### config.mk
export PLATFORM = sky130hd
export DESIGN_NAME = id_counter_dco
export DESIGN_NICKNAME = d
export VERILOG_FILES = /design/src/rtl/id_counter_dco.sv
export SDC_FILE = /design/constraint.sdc
export NUM_CORES = 1
export LEC_CHECK = 0
export BUFFER_PORTS_ARGS = -buffer_cell sky130_fd_sc_hd__buf_2
export CORE_ASPECT_RATIO = 0.9
export CORE_MARGIN = 8
export CORE_UTILIZATION = 30
export CTS_BUF_LIST = sky130_fd_sc_hd__clkbuf_8
export DETAILED_ROUTE_END_ITERATION = 10
export GPL_TIMING_DRIVEN = 0
export HOLD_SLACK_MARGIN = 0.12
export PLACE_DENSITY = 0.48
export SLEW_MARGIN = 10
export SYNTH_ARGS = -nofsm -noshare
export SYNTH_HDL_FRONTEND = slang
export SYNTH_SLANG_ARGS = --single-unit
export TNS_END_PERCENT = 100
### constraint.sdc
create_clock -name clk_i -period 6.3 [get_ports clk_i]
set_clock_uncertainty 0.15 [all_clocks]
set_input_delay 0.315 -clock clk_i [delete_from_list [all_inputs] [get_ports clk_i]]
set_output_delay 0.315 -clock clk_i [all_outputs]
set_load 0.02 [all_outputs]
### src/rtl/id_counter_dco.sv
// Increment/decrement DCO for a digital PLL: turns loop-filter carry/borrow pulses into
// quarter-period phase steps on idout_o, then divides idout_o by DIV_N into the feedback clock.
module id_counter_dco #(
  parameter int DIV_N      = 16,
  parameter int DIV_WIDTH  = 8,
  parameter int STAT_WIDTH = 16
) (
  input  logic                  clk_i,
  input  logic                  reset_i,
  input  logic                  carry_i,
  input  logic                  borrow_i,
  output logic                  idout_o,
  output logic                  feedback_o,
  output logic                  drop_o,
  output logic [STAT_WIDTH-1:0] addCount_o,
  output logic [STAT_WIDTH-1:0] delCount_o
);

  localparam logic [DIV_WIDTH-1:0] DIV_LAST = DIV_WIDTH'(DIV_N / 2 - 1);

  // Request interface: carry_i/borrow_i are single-cycle pulses with no back-pressure.
  // Each kind holds at most one pending request; opposite kinds cancel each other,
  // and a same-kind repeat while one is still pending is discarded and flagged on drop_o.

  logic [1:0]            phase_q, phase_d;
  logic                  carry_pend_q, carry_pend_d;
  logic                  borrow_pend_q, borrow_pend_d;
  logic [DIV_WIDTH-1:0]  div_cnt_q, div_cnt_d;
  logic                  feedback_q, feedback_d;
  logic                  drop_q, drop_d;
  logic [STAT_WIDTH-1:0] add_cnt_q, del_cnt_q;
  logic                  consume_c, consume_b, rise;

  always_comb begin
    consume_c     = (phase_q == 2'd0) && carry_pend_q;
    consume_b     = (phase_q == 2'd0) && !carry_pend_q && borrow_pend_q;
    phase_d       = phase_q + 2'd1;
    carry_pend_d  = carry_pend_q && !consume_c;
    borrow_pend_d = borrow_pend_q && !consume_b;
    drop_d        = 1'b0;
    div_cnt_d     = div_cnt_q;
    feedback_d    = feedback_q;

    if (consume_c) begin
      phase_d = 2'd2;
    end else if (consume_b) begin
      phase_d = 2'd0;
    end

    // The *_pend_d values already reflect consumption, so a request landing on the
    // consuming edge sees an empty slot and is latched rather than dropped.
    if (carry_i && !borrow_i) begin
      if (borrow_pend_d) begin
        borrow_pend_d = 1'b0;
      end else if (carry_pend_d) begin
        drop_d = 1'b1;
      end else begin
        carry_pend_d = 1'b1;
      end
    end else if (borrow_i && !carry_i) begin
      if (carry_pend_d) begin
        carry_pend_d = 1'b0;
      end else if (borrow_pend_d) begin
        drop_d = 1'b1;
      end else begin
        borrow_pend_d = 1'b1;
      end
    end

    rise = !phase_q[1] && phase_d[1];
    if (rise) begin
      if (div_cnt_q == DIV_LAST) begin
        div_cnt_d  = '0;
        feedback_d = !feedback_q;
      end else begin
        div_cnt_d = div_cnt_q + 1'b1;
      end
    end
  end

  always_ff @(posedge clk_i or posedge reset_i) begin
    if (reset_i) begin
      phase_q       <= 2'd0;
      carry_pend_q  <= 1'b0;
      borrow_pend_q <= 1'b0;
      div_cnt_q     <= '0;
      feedback_q    <= 1'b0;
      drop_q        <= 1'b0;
      add_cnt_q     <= '0;
      del_cnt_q     <= '0;
    end else begin
      phase_q       <= phase_d;
      carry_pend_q  <= carry_pend_d;
      borrow_pend_q <= borrow_pend_d;
      div_cnt_q     <= div_cnt_d;
      feedback_q    <= feedback_d;
      drop_q        <= drop_d;
      add_cnt_q     <= add_cnt_q + {{(STAT_WIDTH-1){1'b0}}, consume_c};
      del_cnt_q     <= del_cnt_q + {{(STAT_WIDTH-1){1'b0}}, consume_b};
    end
  end

  assign idout_o    = phase_q[1];
  assign feedback_o = feedback_q;
  assign drop_o     = drop_q;
  assign addCount_o = add_cnt_q;
  assign delCount_o = del_cnt_q;

endmodule

Word level (Yosys, flattened, before mapping)
Index checks and enable logic that the tools add are counted.

Register bits after elaboration: 46. Input bits: 4. Output and inout bits: 35. Logic and storage cells: 45.

Add/sub/neg operators: 4. Equality and inequality tests: 1. Muxes and demuxes: 15. Reduce and logical (&&, ||, !) cells: 17.

Operator list (number): $add A16 B1 Y16 (2); $mux W1 (12); $add A8 B1 Y8 const B (1); $eq A8 B3 Y1 const B (1); $logic_and A1 B1 Y1 (8); $mux W8 (1); $logic_not A1 Y1 (7); $mux W2 (2); $add A2 B1 Y2 const B (1); $logic_not A2 Y1 (1); $reduce_and A2 Y1 (1).

Depth between registers and ports, before layout
Gate-level depths: netlist (run 1).

Depth in word-level cells: 9. Mapped depth: 8.

Worst setup path before layout (run 1)
Ideal clock, no wire load.

Path type: flip-flop to flip-flop. Start: register phase_q[1]. End: register del_cnt_q[8], in the netlist delCount_o[8]. Setup time: 0.129 ns. Arrival: 1.847 ns. Required time: 6.021 ns. Slack: 4.174 ns. Cell stages (with the launch flop): 9. Buffers on the path: 0. Clock period less this slack: 2.126 ns. Cells stage by stage: dfrtp_1 -> inv_1 -> ha_1 -> and3_1 -> ha_1 -> ha_1 -> and4_1 -> nand4_1 -> xnor2_1.

Word-level cells in the longest chain between the ends: 4.

RTL lines: from (decl) (RTL line 25) `logic [1:0] phase_q, phase_d;`; from (signal assigned) (RTL line 92) `phase_q <= phase_d;`; $logic_not A2 Y1 (RTL line 36) `consume_b = (phase_q == 2'd0) && !carry_pend_q && borrow_pend_q;`; $logic_and A1 B1 Y1 (2 in series) (RTL line 36); $add A16 B1 Y16 (RTL line 99) `del_cnt_q <= del_cnt_q + {{(STAT_WIDTH-1){1'b0}}, consume_b};`; to (signal assigned) (RTL line 99); to (decl) (RTL line 31) `logic [STAT_WIDTH-1:0] add_cnt_q, del_cnt_q;`.

Every way passes these cells. A chain may end at the register's enable or synchronous reset.

Worst setup path after layout (run 1)
Ends and elaborated chain as after synthesis.

==> impl_metrics.ini, run 1 <==
[timing]
max_slew_margin_pct = 66.35
tightest_slew_ns = 0.5041
fin_setup_tns_ns = 0
timing.final.crit_share_pct = 35.39
fin_crit_ns = 2.230
drv_slew = 0
setup_viol = 0
rsz0062_at_grt = false
clock.fmax_ghz = 0.4485
hold_viol = 0

[placement]
gp_congestion = 0.7288
hpwl_mm = 2.949
numPortBuffers = 38

[power]
power.switching_mw = 0.2851
swShare_pct = 34.51
p_int_mw = 0.5411
pwr-share-seq_pct = 48.8
power_leakage_nw = 1.219
peakVddDrop_mv = 0.2022
comb_power_share_pct = 25.0
total_power_mw = 0.8262
clockPowerShare_pct = 26.2
p_per_area_nw_per_um2 = 332.5

[logic_synthesis]
syn_area_per_cell_um2 = 11.34
synth_nets = 191
netlist.area_leader.share_pct = 56.37
synth_top_cells_by_count = dfrtp_1 (46), xnor2_1 (24), nand3_1 (18)
syn-cell-area_um2 = 2042
synth-edff-count = 0
synth.yosys.seq_area_share_pct = 56.37
synthCells = 180
yosysMostFrequentCell = dfrtp_1
yosys-top-cells-area = dfrtp_1 (56%), xnor2_1 (10%), nand3_1 (4.4%), ha_1 (4.3%), xor2_1 (3.0%)
synth_top_area_cell = dfrtp_1
yosysWarnings = 0
synthArstFlopShare_pct = 100.0
synth-seq-cells = 46
yosys_most_used_dff = dfrtp_1
yosysUniqueCellTypes = 26

[finish]
layout-drive-gt1-share_pct = 22.81
area_growth_pct = 21.69
final_util_pct = 37.73
fill_cells = 689
final_nets = 238
antenna_cells = 0

[critical_path]
critPathKind = reg -> reg
cpMostUsedCell = ha_1
crit_buf_inv = 1
r2r_end = delCount_o[8]
critPathRequiredTime_ns = 6.34
crit_path_end_kind = flip-flop
path_delay_family = simple AND/OR/NAND/NOR gates
crit_slowest_cell = dfrtp_1
critPathMaxStageDelay_ns = 0.41
crit_chain = inv_1 -> ha_1 -> and3_1 -> ha_1 -> ha_1 -> and4_1 -> nand4_1 -> xnor2_1
cp_num_cells = 8
crit_path_start_kind = flip-flop
r2r_start = phase_q[1]
reg2reg_depth = 8
path_max_fanout = 6
worstPathArrival_ns = 2.27
rrSetupSlack_ns = 4.07

[cts]
cts.reportedPaths.clkPinSlew_ns = 0.09
h-tree-depth = 2
cts_made_buffers = 5
cts_tree = done
cts_root_buf = clkbuf_8
cts_sinks = 46
cts_resized = 0
clock_path_buffers = 2
worstSkewPairLatency_ns = 0.29

[drt]
vias = 1397
vias_per_cell = 4.393
routedWlPerCell_um = 12.60
ant_nets = 0
drc = 0
wirelength_mm = 4.008
first_pass_iters = 4
drt-initial-drc-count = 29

[floorplanning]
fp.coreArea_um2 = 6586
dieArea_um2 = 9707
die_h_um = 94.27
placement_rows = 28
die_x_um = 103.0
io_pins = 39
start_util_pct = 31.00

[worst_hold_path]
whs_path_depth = 4
hold_class = in -> reg
hold_path_startpoint = carry_i
min_to = borrow_pend_q

[global_routing]
grt_pass1_vias = 1409
grt_max_degree = 25
grt_usage_pct = 9.108
grt_overflow_total = 0
antenna_found_initial = 0
grt_pass1_wl_mm = 6.831

[run]
cap_viol_max_count = 0

[status]
status = completed
-- placed cells by master (no fill, tap or decap), types with 6 or more instances in the layout --
cell type and n:
nand3_1 18, xor2_1 7, nand4_1 7, buf_2 38
xnor2_1 24, nor2_1 8, dfrtp_1 46, inv_1 9
ha_1 7, nand2_1 13, and3_1 6
-- stage by stage --
| stage | setup WS (ns) | cell area (µm²) | instances | hold WS, ns |
|---|---|---|---|---|
| floorplan | 4.174 | 2042 | 180 | 0.2622 |
| global placement | 4.041 | 2345 | 308 | 0.2825 |
| detailed placement | 4.044 | 2365 | 309 | 0.2328 |
| CTS | 4.032 | 2485 | 318 | 0.1831 |
| global route | 3.852 | 2485 | 318 | 0.2147 |
| finish | 4.070 | 2485 | 318 | 0.1869 |
-- sequential cells by signal (all words and copies together) (netlist names) --
register	cells
addCount_o	16
delCount_o	16
div_cnt_q	8
phase_q	2
borrow_pend_q	1
carry_pend_q	1
drop_o	1
feedback_o	1
-- repair_timing --
action | CTS | global route
hold buffers | 1 | 0
setup buffers | 0 | 0
hold endpoints to repair | 22 | 0
-- worst max path at each step --
stage	start	to	slack, ns
after floorplan	phase_q[1]	delCount_o[8]	4.17
after detailed placement	phase_q[1]	delCount_o[8]	4.04
after CTS	phase_q[1]	delCount_o[8]	4.03
final	phase_q[1]	delCount_o[8]	4.07
after global placement	reset_i	delCount_o[14]	4.04
after global routing	phase_q[1]	delCount_o[12]	3.85
-- routing by layer --
metal | vias to the layer above | track usage [%] | part of all wire, %
met5 | - | 0 | 0
met1 | 658 | 11.73 | 48
met2 | 22 | 13.75 | 45
li1 | 713 | - | -
met4 | 0 | 3.610 | 1.2
met3 | 4 | 2.963 | 5.8
-- power groups by stage --
| stage | registers [mW] | clock network [mW] | logic, mW |
|---|---|---|---|
| after floorplan | 0.437 | 0 | 0.110 |
| after global placement | 0.410 | 0 | 0.207 |
| after detailed placement | 0.409 | 0 | 0.212 |
| after CTS | 0.404 | 0.226 | 0.213 |
| after global routing | 0.415 | 0.239 | 0.237 |
| final | 0.403 | 0.216 | 0.207 |
-- layout make-up --
cell class | instances | area (µm²) | area share, %
clock inverters | 3 | 41.29 | 1.662
clock buffers | 5 | 68.82 | 2.769
flip-flops and latches | 46 | 1151 | 46.32
repair buffers | 40 | 220.2 | 8.862
multi-input cells | 125 | 857.1 | 34.49
well taps | 90 | 112.6 | 4.532
inverters | 9 | 33.78 | 1.360
-- cell families (layout without fill, tap and decap cells) --
family          after synthesis  count (layout)  synth area share (%)
mux                           2               2                0.9804
buf+inv                       9              57                 1.654
fa+ha+maj                     7               7                 4.289
flops                        46              46                 56.37
compound gates               14              14                 3.921
simple gates                 70              70                 18.69
xor+xnor                     32              32                 14.09
-- worst reg2reg max path, stage by stage (launching register included) --
cell     delay, ns
dfrtp_1       0.41
inv_1         0.08
ha_1          0.23
and3_1        0.23
ha_1          0.21
ha_1          0.21
and4_1        0.32
nand4_1       0.15
xnor2_1       0.14
Power figures use the tool's default switching activity.
==> run 2, diff against run 1 <==
- PLACE_DENSITY: 0.48 -> 0.49
- clock period: 6.3 -> 1.95 ns (I/O delays scaled with it)
==> impl_metrics.ini, run 2 (synthesized netlist as in run 1, its figures left out) <==
[status]
status = completed

[cts]
h-tree-depth = 2
worstSkewPairLatency_ns = 0.30
clock_path_buffers = 2
cts_root_buf = clkbuf_8
cts_tree = done
cts_sinks = 46
cts.reportedPaths.clkPinSlew_ns = 0.09
cts_made_buffers = 5

[timing]
drv_slew = 0
setup_viol = 0
timing.final.crit_share_pct = 97.20
tightest_slew_ns = 0.4201
clock.fmax_ghz = 0.5276
hold_viol = 0
max_slew_margin_pct = 71.81
fin_setup_tns_ns = 0
rsz0062_at_grt = true
fin_ws_ns = 0.05460
fin_crit_ns = 1.895

[global_routing]
use_met1_pct = 11.94
grt_usage_pct = 9.266
grt_util_met2_pct = 13.53
grt_overflow_total = 0
grt_pass1_wl_mm = 6.996
grt_max_degree = 38
grt_pass1_vias = 1469
gr-usage-met3_pct = 2.963
antenna_found_initial = 0
top_usage_layer = met2

[finish]
area_growth_pct = 27.76
final_util_pct = 39.61
antenna_cells = 0
stdcell_count = 324
regArea_um2 = 1152
multi_input_area_um2 = 924.6
final_nets = 244
final_cell_area_um2 = 2609
fill_cells = 671
final_common_cell = dfrtp_1
layout_common_cells = dfrtp_1 (45), buf_2 (38), xnor2_1 (24)
layout-drive-gt1-share_pct = 28.63

[floorplanning]
die_h_um = 94.27
start_util_pct = 31.00
fp.coreArea_um2 = 6586
dieArea_um2 = 9707
io_pins = 39
die_x_um = 103.0
placement_rows = 28

[critical_path]
setup.worst_path.start = phase_q[1]
crit_buf_inv = 1
cpMostUsedCell = ha_4
crit_path_end = delCount_o[8]
crit_chain = inv_2 -> ha_4 -> and3_4 -> ha_4 -> ha_4 -> and4_4 -> nand4_1 -> xnor2_1
r2r_end = delCount_o[8]
cp_num_cells = 8
reg2reg_depth = 8
crit_path_start_kind = flip-flop
critPathKind = reg -> reg
rrSetupSlack_ns = 0.05
critPathRequiredTime_ns = 2.00
path_delay_family = simple AND/OR/NAND/NOR gates
worstPathArrival_ns = 1.94
path_max_fanout = 5
crit_path_end_kind = flip-flop
r2r_start = phase_q[1]
crit_slowest_cell = dfrtp_2
critPathMaxStageDelay_ns = 0.41

[power]
pwr-share-seq_pct = 46.8
power.switching_mw = 0.9940
swShare_pct = 35.19
p_per_area_nw_per_um2 = 1083
comb_power_share_pct = 27.9
power_leakage_nw = 1.237
peakVddDrop_mv = 0.2983
clockPowerShare_pct = 25.3
p_int_mw = 1.830

[drt]
drt-initial-drc-count = 72
vias_per_cell = 4.401
first_pass_iters = 4
drc = 0
vias = 1426
ant_nets = 0
routedWlPerCell_um = 12.77
wirelength_mm = 4.136

[placement]
hpwl_mm = 3.035
place_ws_ns = -0.2005
placed_cells = 309
placed_area_um2 = 2411
numPortBuffers = 38
gp_congestion = 0.7297

[worst_hold_path]
hold_class = reg -> reg
hold_path_startpoint = phase_q[0]

[run]
cap_viol_max_count = 0
[run 2: cell types whose count changed in the layout (fill, tap and decap cells not counted), moves of 2 or more]
cell,previous run,this run
ha_1,7,2
dlygate4sd3_1,1,5
ha_4,0,4
and2_1,3,1
and2_4,0,2
buf_4,0,2
inv_1,9,7
inv_2,1,3
[run 2: repair_timing]
action,CTS,global route
buffers inserted,1,1
endpoints found under the hold margin,49,0
hold buffers,5,0
endpoints found under the setup margin,5,9
pin swaps,0,2
gates resized for setup,5,3
[run 2: per-layer routing]
metal  up-vias  share of wire [%]
met5         -                  0
met4         0                1.9
met3         8                7.3
met2        30                 41
met1       660                 50
li1        728                  -
[run 2: layout make-up]
cell class	count	area share, %
flip-flops and latches	46	44.17
multi-input cells	125	35.44
repair buffers	46	10.55
well taps	90	4.317
clock buffers	5	2.638
clock inverters	3	1.583
inverters	9	1.295
[run 2: metrics by stage]
stage,hold slack [ns],total power [mW]
after floorplan,0.1522,1.822
after global placement,0.2778,2.050
after detailed placement,-0.1018,2.076
after CTS,0.2935,2.852
after global routing,0.3209,3.042
final,0.3089,2.824
[run 2: how the worst min path moves through the flow]
stage                               to  slack (ns)  cells after the start
after floorplan           carry_pend_q        0.15                      2
after global placement      phase_q[0]        0.28                      1
after detailed placement  div_cnt_q[1]       -0.10                      2
after CTS                   phase_q[0]        0.29                      1
after global routing        phase_q[0]        0.32                      1
final                       phase_q[0]        0.31                      1
[run 2: power groups by stage]
| stage | registers [mW] | logic [mW] | clock network (mW) |
|---|---|---|---|
| after floorplan | 1.43 | 0.394 | 0 |
| after global placement | 1.34 | 0.710 | 0 |
| after detailed placement | 1.34 | 0.737 | 0 |
| after CTS | 1.32 | 0.783 | 0.748 |
| after global routing | 1.36 | 0.898 | 0.786 |
| final | 1.32 | 0.787 | 0.715 |
